==> src/rtl/trace_capture_unit_if.sv <==
// ---------------------------------------------------------------------------
// trace_capture_unit_if
//   Bundles the pipeline event tap and the record drain port of the trace
//   capture unit.
//   Event tap (core -> unit): ev_pc, ev_reg_we, ev_reg_addr, ev_reg_data,
//                             ev_mem_we, ev_mem_re, ev_mem_addr, ev_mem_data
//   Drain port:               rec_valid/rec_data (unit -> host),
//                             rec_ready (host -> unit)
//   Modports: master = core/host side that drives events and rec_ready,
//             slave  = the capture unit.
// ---------------------------------------------------------------------------
interface trace_capture_unit_if #(
  parameter int DATA_W  = 32,
  parameter int ADDR_W  = 32,
  parameter int STAMP_W = 16
);
  localparam int REC_W = STAMP_W + 8 + 2*ADDR_W + 2*DATA_W;

  logic [ADDR_W-1:0] ev_pc;
  logic              ev_reg_we;
  logic [4:0]        ev_reg_addr;
  logic [DATA_W-1:0] ev_reg_data;
  logic              ev_mem_we;
  logic              ev_mem_re;
  logic [ADDR_W-1:0] ev_mem_addr;
  logic [DATA_W-1:0] ev_mem_data;
  logic              rec_valid;
  logic              rec_ready;
  logic [REC_W-1:0]  rec_data;

  modport master (
    output ev_pc, ev_reg_we, ev_reg_addr, ev_reg_data,
           ev_mem_we, ev_mem_re, ev_mem_addr, ev_mem_data, rec_ready,
    input  rec_valid, rec_data
  );

  modport slave (
    input  ev_pc, ev_reg_we, ev_reg_addr, ev_reg_data,
           ev_mem_we, ev_mem_re, ev_mem_addr, ev_mem_data, rec_ready,
    output rec_valid, rec_data
  );
endinterface

==> src/rtl/trace_capture_unit.sv <==
// ---------------------------------------------------------------------------
// trace_capture_unit
//   Retirement-trace buffer for the pipelined MIPS core. While in CAPTURE,
//   each cycle with a register write or data-memory access is stamped and
//   queued in a DEPTH-entry FIFO that a debug host drains over valid/ready.
//
//   Ports:
//     clk, rst      clock (rising edge), asynchronous active-high reset
//     arm           IDLE -> CAPTURE
//     stop          CAPTURE -> FROZEN
//     clear         flush FIFO, clear status and stamp, go IDLE
//     bus           event tap and record drain port (slave modport)
//     level         entries held, 0..DEPTH
//     overflow      sticky, at least one record dropped
//     drop_count    dropped records, saturating
//     state         0 IDLE, 1 CAPTURE, 2 FROZEN
//
//   Record, MSB first:
//     {stamp, flags{mem_re,mem_we,reg_we}, reg_addr, pc, reg_data,
//      mem_addr, mem_data}
//
//   Build option: define TRACE_R0_FILTER_EN to drop writes to $0 from the
//   reg_we flag (a cycle whose only event is a $0 write pushes nothing).
// ---------------------------------------------------------------------------
module trace_capture_unit #(
  parameter int DATA_W  = 32,
  parameter int ADDR_W  = 32,
  parameter int DEPTH   = 16,
  parameter int STAMP_W = 16,
  parameter int CNT_W   = 8
) (
  input  logic                     clk,
  input  logic                     rst,
  input  logic                     arm,
  input  logic                     stop,
  input  logic                     clear,
  trace_capture_unit_if.slave      bus,
  output logic [$clog2(DEPTH):0]   level,
  output logic                     overflow,
  output logic [CNT_W-1:0]         drop_count,
  output logic [1:0]               state
);

  localparam int PTR_W = $clog2(DEPTH);
  localparam int REC_W = STAMP_W + 8 + 2*ADDR_W + 2*DATA_W;
  localparam logic [PTR_W:0] LVL_FULL = DEPTH[PTR_W:0];

  typedef enum logic [1:0] {
    IDLE    = 2'd0,
    CAPTURE = 2'd1,
    FROZEN  = 2'd2
  } state_t;

  state_t cur_state, nxt_state;

  logic [STAMP_W-1:0] stamp;
  logic [STAMP_W-1:0] stamp_inc;
  logic               reg_flag;
  logic [2:0]         flags;
  logic [REC_W-1:0]   record;
  logic [PTR_W-1:0]   wr_ptr, rd_ptr;
  logic [REC_W-1:0]   mem [DEPTH];
  logic               full, empty;
  logic               push_req, push, pop, drop;

  // ---------------- control FSM ----------------
  // NOTE: sequential state uses non-blocking assignments so every register
  // samples pre-edge values regardless of process ordering.
  always_ff @(posedge clk or posedge rst) begin
    if (rst) cur_state <= IDLE;
    else     cur_state <= nxt_state;
  end

  // NOTE: the default assignment first keeps this block purely combinational;
  // a path that left nxt_state unassigned would infer a latch.
  always_comb begin
    nxt_state = cur_state;
    if (clear) begin
      nxt_state = IDLE;
    end else begin
      unique case (cur_state)
        IDLE:    if (arm)  nxt_state = CAPTURE;
        CAPTURE: if (stop) nxt_state = FROZEN;
        FROZEN:  nxt_state = FROZEN;
        default: nxt_state = IDLE;
      endcase
    end
  end

  assign state = cur_state;

  // ---------------- event formation ----------------
`ifdef TRACE_R0_FILTER_EN
  assign reg_flag = bus.ev_reg_we & (bus.ev_reg_addr != 5'd0);
`else
  assign reg_flag = bus.ev_reg_we;
`endif

  assign flags = {bus.ev_mem_re, bus.ev_mem_we, reg_flag};

  // The stamp names the capture cycle counted from 1: the first CAPTURE
  // cycle after arm records stamp 1 while the register advances to 1.
  assign stamp_inc = stamp + 1'b1;
  assign record = {stamp_inc, flags, bus.ev_reg_addr, bus.ev_pc, bus.ev_reg_data,
                   bus.ev_mem_addr, bus.ev_mem_data};

  always_ff @(posedge clk or posedge rst) begin
    if (rst)                               stamp <= '0;
    else if (clear)                        stamp <= '0;
    else if (cur_state == IDLE && arm)     stamp <= '0;
    else if (cur_state == CAPTURE)         stamp <= stamp_inc;
  end

  // ---------------- FIFO ----------------
  assign full  = (level == LVL_FULL);
  assign empty = (level == '0);

  // Clear cycle neither pops nor pushes; a full FIFO still accepts a push
  // when the head leaves in the same cycle.
  assign pop      = !empty && bus.rec_ready && !clear;
  assign push_req = (cur_state == CAPTURE) && !clear && (flags != 3'b000);
  assign push     = push_req && (!full || pop);
  assign drop     = push_req && full && !pop;

  always_ff @(posedge clk or posedge rst) begin
    if (rst) begin
      wr_ptr <= '0;
      rd_ptr <= '0;
      level  <= '0;
    end else if (clear) begin
      wr_ptr <= '0;
      rd_ptr <= '0;
      level  <= '0;
    end else begin
      if (push) wr_ptr <= wr_ptr + 1'b1;
      if (pop)  rd_ptr <= rd_ptr + 1'b1;
      unique case ({push, pop})
        2'b10:   level <= level + 1'b1;
        2'b01:   level <= level - 1'b1;
        default: level <= level;
      endcase
    end
  end

  // NOTE: storage is not reset; emptiness is tracked by level and the output
  // is forced to zero while empty, so stale entries are never observable.
  always_ff @(posedge clk) begin
    if (push) mem[wr_ptr] <= record;
  end

  assign bus.rec_valid = !empty;
  assign bus.rec_data  = empty ? '0 : mem[rd_ptr];

  // ---------------- drop status ----------------
  always_ff @(posedge clk or posedge rst) begin
    if (rst) begin
      overflow   <= 1'b0;
      drop_count <= '0;
    end else if (clear) begin
      overflow   <= 1'b0;
      drop_count <= '0;
    end else if (drop) begin
      overflow <= 1'b1;
      if (drop_count != {CNT_W{1'b1}}) drop_count <= drop_count + 1'b1;
    end
  end

endmodule
==> src/flat_wrapper.sv <==
// flat-port wrapper written by rule: the top's interface ports become plain ports
module trace_capture_unit_flat 
#(
  parameter int DATA_W  = 32,
  parameter int ADDR_W  = 32,
  parameter int DEPTH   = 16,
  parameter int STAMP_W = 16,
  parameter int CNT_W   = 8
)
  (clk, rst, arm, stop, clear, level, overflow, drop_count, state, bus_ev_pc, bus_ev_reg_we, bus_ev_reg_addr, bus_ev_reg_data, bus_ev_mem_we, bus_ev_mem_re, bus_ev_mem_addr, bus_ev_mem_data, bus_rec_ready, bus_rec_valid, bus_rec_data);
  trace_capture_unit_if #(.DATA_W(DATA_W), .ADDR_W(ADDR_W), .STAMP_W(STAMP_W)) bus_i ();
  input  logic clk;
  input  logic rst;
  input  logic arm;
  input  logic stop;
  input  logic clear;
  output logic [$clog2(DEPTH):0] level;
  output logic overflow;
  output logic [CNT_W-1:0] drop_count;
  output logic [1:0] state;
  input wire logic [$bits(bus_i.ev_pc)-1:0] bus_ev_pc;
  input wire logic [$bits(bus_i.ev_reg_we)-1:0] bus_ev_reg_we;
  input wire logic [$bits(bus_i.ev_reg_addr)-1:0] bus_ev_reg_addr;
  input wire logic [$bits(bus_i.ev_reg_data)-1:0] bus_ev_reg_data;
  input wire logic [$bits(bus_i.ev_mem_we)-1:0] bus_ev_mem_we;
  input wire logic [$bits(bus_i.ev_mem_re)-1:0] bus_ev_mem_re;
  input wire logic [$bits(bus_i.ev_mem_addr)-1:0] bus_ev_mem_addr;
  input wire logic [$bits(bus_i.ev_mem_data)-1:0] bus_ev_mem_data;
  input wire logic [$bits(bus_i.rec_ready)-1:0] bus_rec_ready;
  output wire logic [$bits(bus_i.rec_valid)-1:0] bus_rec_valid;
  output wire logic [$bits(bus_i.rec_data)-1:0] bus_rec_data;
  assign bus_i.ev_pc = bus_ev_pc;
  assign bus_i.ev_reg_we = bus_ev_reg_we;
  assign bus_i.ev_reg_addr = bus_ev_reg_addr;
  assign bus_i.ev_reg_data = bus_ev_reg_data;
  assign bus_i.ev_mem_we = bus_ev_mem_we;
  assign bus_i.ev_mem_re = bus_ev_mem_re;
  assign bus_i.ev_mem_addr = bus_ev_mem_addr;
  assign bus_i.ev_mem_data = bus_ev_mem_data;
  assign bus_i.rec_ready = bus_rec_ready;
  assign bus_rec_valid = bus_i.rec_valid;
  assign bus_rec_data = bus_i.rec_data;
  trace_capture_unit #(.DATA_W(DATA_W), .ADDR_W(ADDR_W), .DEPTH(DEPTH), .STAMP_W(STAMP_W), .CNT_W(CNT_W)) u_core (.clk(clk), .rst(rst), .arm(arm), .stop(stop), .clear(clear), .bus(bus_i), .level(level), .overflow(overflow), .drop_count(drop_count), .state(state));
endmodule
==> config.mk <==
export PLATFORM = sky130hd
export DESIGN_NAME = trace_capture_unit_flat
export DESIGN_NICKNAME = d
export VERILOG_FILES = /design/src/rtl/trace_capture_unit_if.sv /design/src/rtl/trace_capture_unit.sv /design/src/flat_wrapper.sv
export SDC_FILE = /design/constraint.sdc
export NUM_CORES = 2
export LEC_CHECK = 0
export ABC_CLOCK_PERIOD_IN_PS = 17920
export CORE_ASPECT_RATIO = 0.75
export CORE_MARGIN = 2
export CORE_UTILIZATION = 35
export CTS_BUF_LIST = sky130_fd_sc_hd__clkbuf_8
export CTS_CLUSTER_DIAMETER = 120
export DETAILED_ROUTE_END_ITERATION = 10
export GPL_ROUTABILITY_DRIVEN = 0
export PLACE_DENSITY = 0.58
export REMOVE_ABC_BUFFERS = 1
export SKIP_LAST_GASP = 1
export SYNTH_ARGS = -nofsm -noshare
export SYNTH_HDL_FRONTEND = slang
export SYNTH_SLANG_ARGS = --single-unit
export TNS_END_PERCENT = 1
==> constraint.sdc <==
create_clock -name clk -period 17.92 [get_ports clk]
set_input_delay 3.584 -clock clk [delete_from_list [all_inputs] [get_ports clk]]
set_output_delay 3.584 -clock clk [all_outputs]
set_load 0.05 [all_outputs]
==> impl_metrics.ini <==
[global_route]
grt_pass1_wl_mm = 332
grt_use_total_pct = 16.7
grt_pass1_vias = 46400
gr-total-overflow = 0
grt_antenna_before_repair = 29
grt_max_degree = 135

[floorplanning]
fp.dieH_um = 453
core-area_um2 = 267000
dieArea_um2 = 274000
start_util_pct = 35.3
die_w_um = 603
std_cell_rows = 164
pin_count = 311

[timing]
period_needed_ns = 9.93
maxSlewHeadroom_pct = 12.9
rsz0062_at_grt = false
drv_slew = 0
hold_violations = 0
hold_slack_ns = 0.535
fin_worst_skew_ns = 0.0676
period_share_pct = 55.4
finalSetupTns_ns = 0
fmax_mhz = 101
worst_slack_ns = 7.99
setup_violations = 0
worst_slew_pin_slew_ns = 1.30

[drt]
vias = 44000
routedWlPerCell_um = 27.5
routed_wl_mm = 232
drc_errors = 0
via_per_inst = 5.21
dr.first_iter.drc_count = 4125
final_antenna_net_count = 0
firstDrtPassIters = 7

[layout]
drive_above_1_share_pct = 24.6
layout_commonest_cell = edfxtp_1
area_growth_pct = 15.5
final.fill_count = 23400
fin_area_um2 = 109000
final_nets = 4730
final_cell_mix = edfxtp_1 (2432), mux4_2 (607), clkbuf_8 (404)
final_cells = 8444

[logic_synthesis]
synth_edf_count = 2432
ys_seq_area_share_pct = 78.5
async_flop_share_pct = 1.62
synth.avg_cell_area_um2 = 23.6
netlist_instances = 4002
synth_cell_types = 44
synth_flop_cell = edfxtp_1
synth_seq_cells = 2472
yosysWarnings = 0
mappedNetlistArea_um2 = 94300

[placement]
post-place-ws_ns = 8.94
dp_cells = 7749
numPortBuffers = 310
dpl-instance-area_um2 = 102000
place_hpwl_mm = 111

[clock_tree]
root_buffer = clkbuf_8
htreeDepth = 5
cts_max_path_buffers = 4
clk_latency_ns = 1.00
cts_resized = 0
cts_sinks = 2472
post_cts_buffers = 0
cts-hold-fix-buffers = 0
cts_buffers = 390
cts_tree = yes
clk_transition_reported_paths_ns = 0.06

[setup_path]
endpoint_kind = output pin
rr_worst_depth = 8
crit_arrival_ns = 6.34
worstSetupStartpointType = flip-flop
reg2reg_slack_ns = 12.80
rr_startpoint = u_core.state[1]$_DFFE_PP0P_
cpMaxStageDelayCell = dfrtp_4
worst-path-max-fanout = 124
cp_cell_sequence = buf_4 > buf_12 > buf_4 > mux4_2 > mux2i_1 > o22ai_1 > clkdlybuf4s50_1
cpLargestDelayFamily = buffers and inverters
required_ns = 14.34
cp-startpoint = u_core.rd_ptr[1]$_DFFE_PP0P_
cp.depth = 7
critPathKind = reg -> out
path_buf_inv = 4
reg2reg_to = u_core.mem[3][69]$_DFFE_PP_
critPathMostFrequentCell = buf_4
crit_end = bus_rec_data[43]
max_stage_delay_ns = 0.90

[pwr]
p_leak_uw = 0.0329
ir_drop_mv = 0.121
power.density_nw_per_um2 = 137

[min_path]
worstHoldPathType = reg -> reg

[status]
outcome = completed

[job]
maxCapViolCount = 0
==> cell usage after synthesis, types with 3 or more instances <==
master | number | area [um2]
edfxtp_1 | 2432 | 73000
mux4_2 | 607 | 13700
mux2i_1 | 307 | 3070
o22ai_1 | 153 | 957
buf_2 | 107 | 536
clkbuf_1 | 63 | 236
nor2_1 | 47 | 176
dfrtp_1 | 40 | 1000
buf_1 | 39 | 146
nand2_1 | 22 | 82.6
xor2_1 | 20 | 175
xnor2_1 | 18 | 158
inv_1 | 17 | 63.8
ha_1 | 13 | 163
nand3_1 | 12 | 60.1
nor3_1 | 12 | 60.1
a21oi_1 | 10 | 50.1
nand4_1 | 10 | 62.6
o21ai_0 | 9 | 45.0
and2_1 | 8 | 50.1
buf_4 | 8 | 60.1
or3_1 | 8 | 50.1
nand2b_1 | 7 | 43.8
mux2_2 | 4 | 45.0
nand3b_1 | 3 | 22.5
nor2b_1 | 3 | 18.8
==> state kept, by name, indices dropped and copies added, names as in the netlist <==
signal             cells
u_core.mem          2432
u_core.state           2
u_core.wr_ptr          4
u_core.overflow        1
u_core.rd_ptr          4
u_core.stamp          16
u_core.level           5
u_core.drop_count      8
==> worst min-delay path by stage <==
stage / start / end / slack (ns) / depth (start not counted)
3_3_place_gp: u_core.overflow$_DFFE_PP0P_ / u_core.overflow$_DFFE_PP0P_ / 0.52 / 2
5_1_grt: u_core.overflow$_DFFE_PP0P_ / u_core.overflow$_DFFE_PP0P_ / 0.59 / 2
2_1_floorplan: u_core.stamp[1]$_DFFE_PP0P_ / u_core.stamp[1]$_DFFE_PP0P_ / 0.54 / 2
3_5_place_dp: u_core.overflow$_DFFE_PP0P_ / u_core.overflow$_DFFE_PP0P_ / 0.53 / 2
6_report: u_core.overflow$_DFFE_PP0P_ / u_core.overflow$_DFFE_PP0P_ / 0.53 / 2
4_1_cts: u_core.overflow$_DFFE_PP0P_ / u_core.overflow$_DFFE_PP0P_ / 0.54 / 2
==> tightest hold or removal path, stage by stage (launching register included) <==
cell and delay, ns:
dfrtp_1 0.38, inv_1 0.05, o21ai_0 0.06
==> cell families after synthesis <==
logic type	share of synthesized area [%]
AND/OR/NAND/NOR	0.783
AO/OA/AOI/OAI	1.23
flip-flops	78.5
adder cells (fa/ha/maj)	0.194
buffers and inverters	1.11
multiplexers	17.8
XOR/XNOR	0.353
==> per-stage QoR <==
stage | total power [uW] | util (%)
floorplan | 10900 | -
global placement | 10700 | 38.1
detailed placement | 10700 | 38.1
CTS | 15200 | 40.8
global route | 15500 | 40.8
finish | 14900 | 40.8
==> area by class of cell <==
class                      instances  area (um2)  share of cell area (%)
antenna                           11        27.5                  0.0253
clock buffer                     404        5560                    5.10
clock inverter                   278        1500                    1.38
inverter                          17        63.8                  0.0586
multi-input combinational       1296       19300                    17.7
sequential                      2472       74000                    68.0
tap                             3569        4470                    4.10
timing repair buffer             397        3960                    3.63
==> power breakdown <==
part / switching [uW] / total [uW] / internal [uW]
Combinational: 2420 / 3990 / 1570
Clock: 2180 / 4440 / 2260
Sequential: 61.0 / 6510 / 6440
==> layer usage <==
layer  track usage [%]  vias to the layer above  part of all wire [%]
met5                 0                        -                 0.038
met4              4.59                       16                   2.2
met3              2.90                      364                   5.8
met2              26.1                     1378                    47
met1              24.3                    23900                    45
li1                  -                    18300                     -
Note: power is estimated with default switching activity, not from simulation.
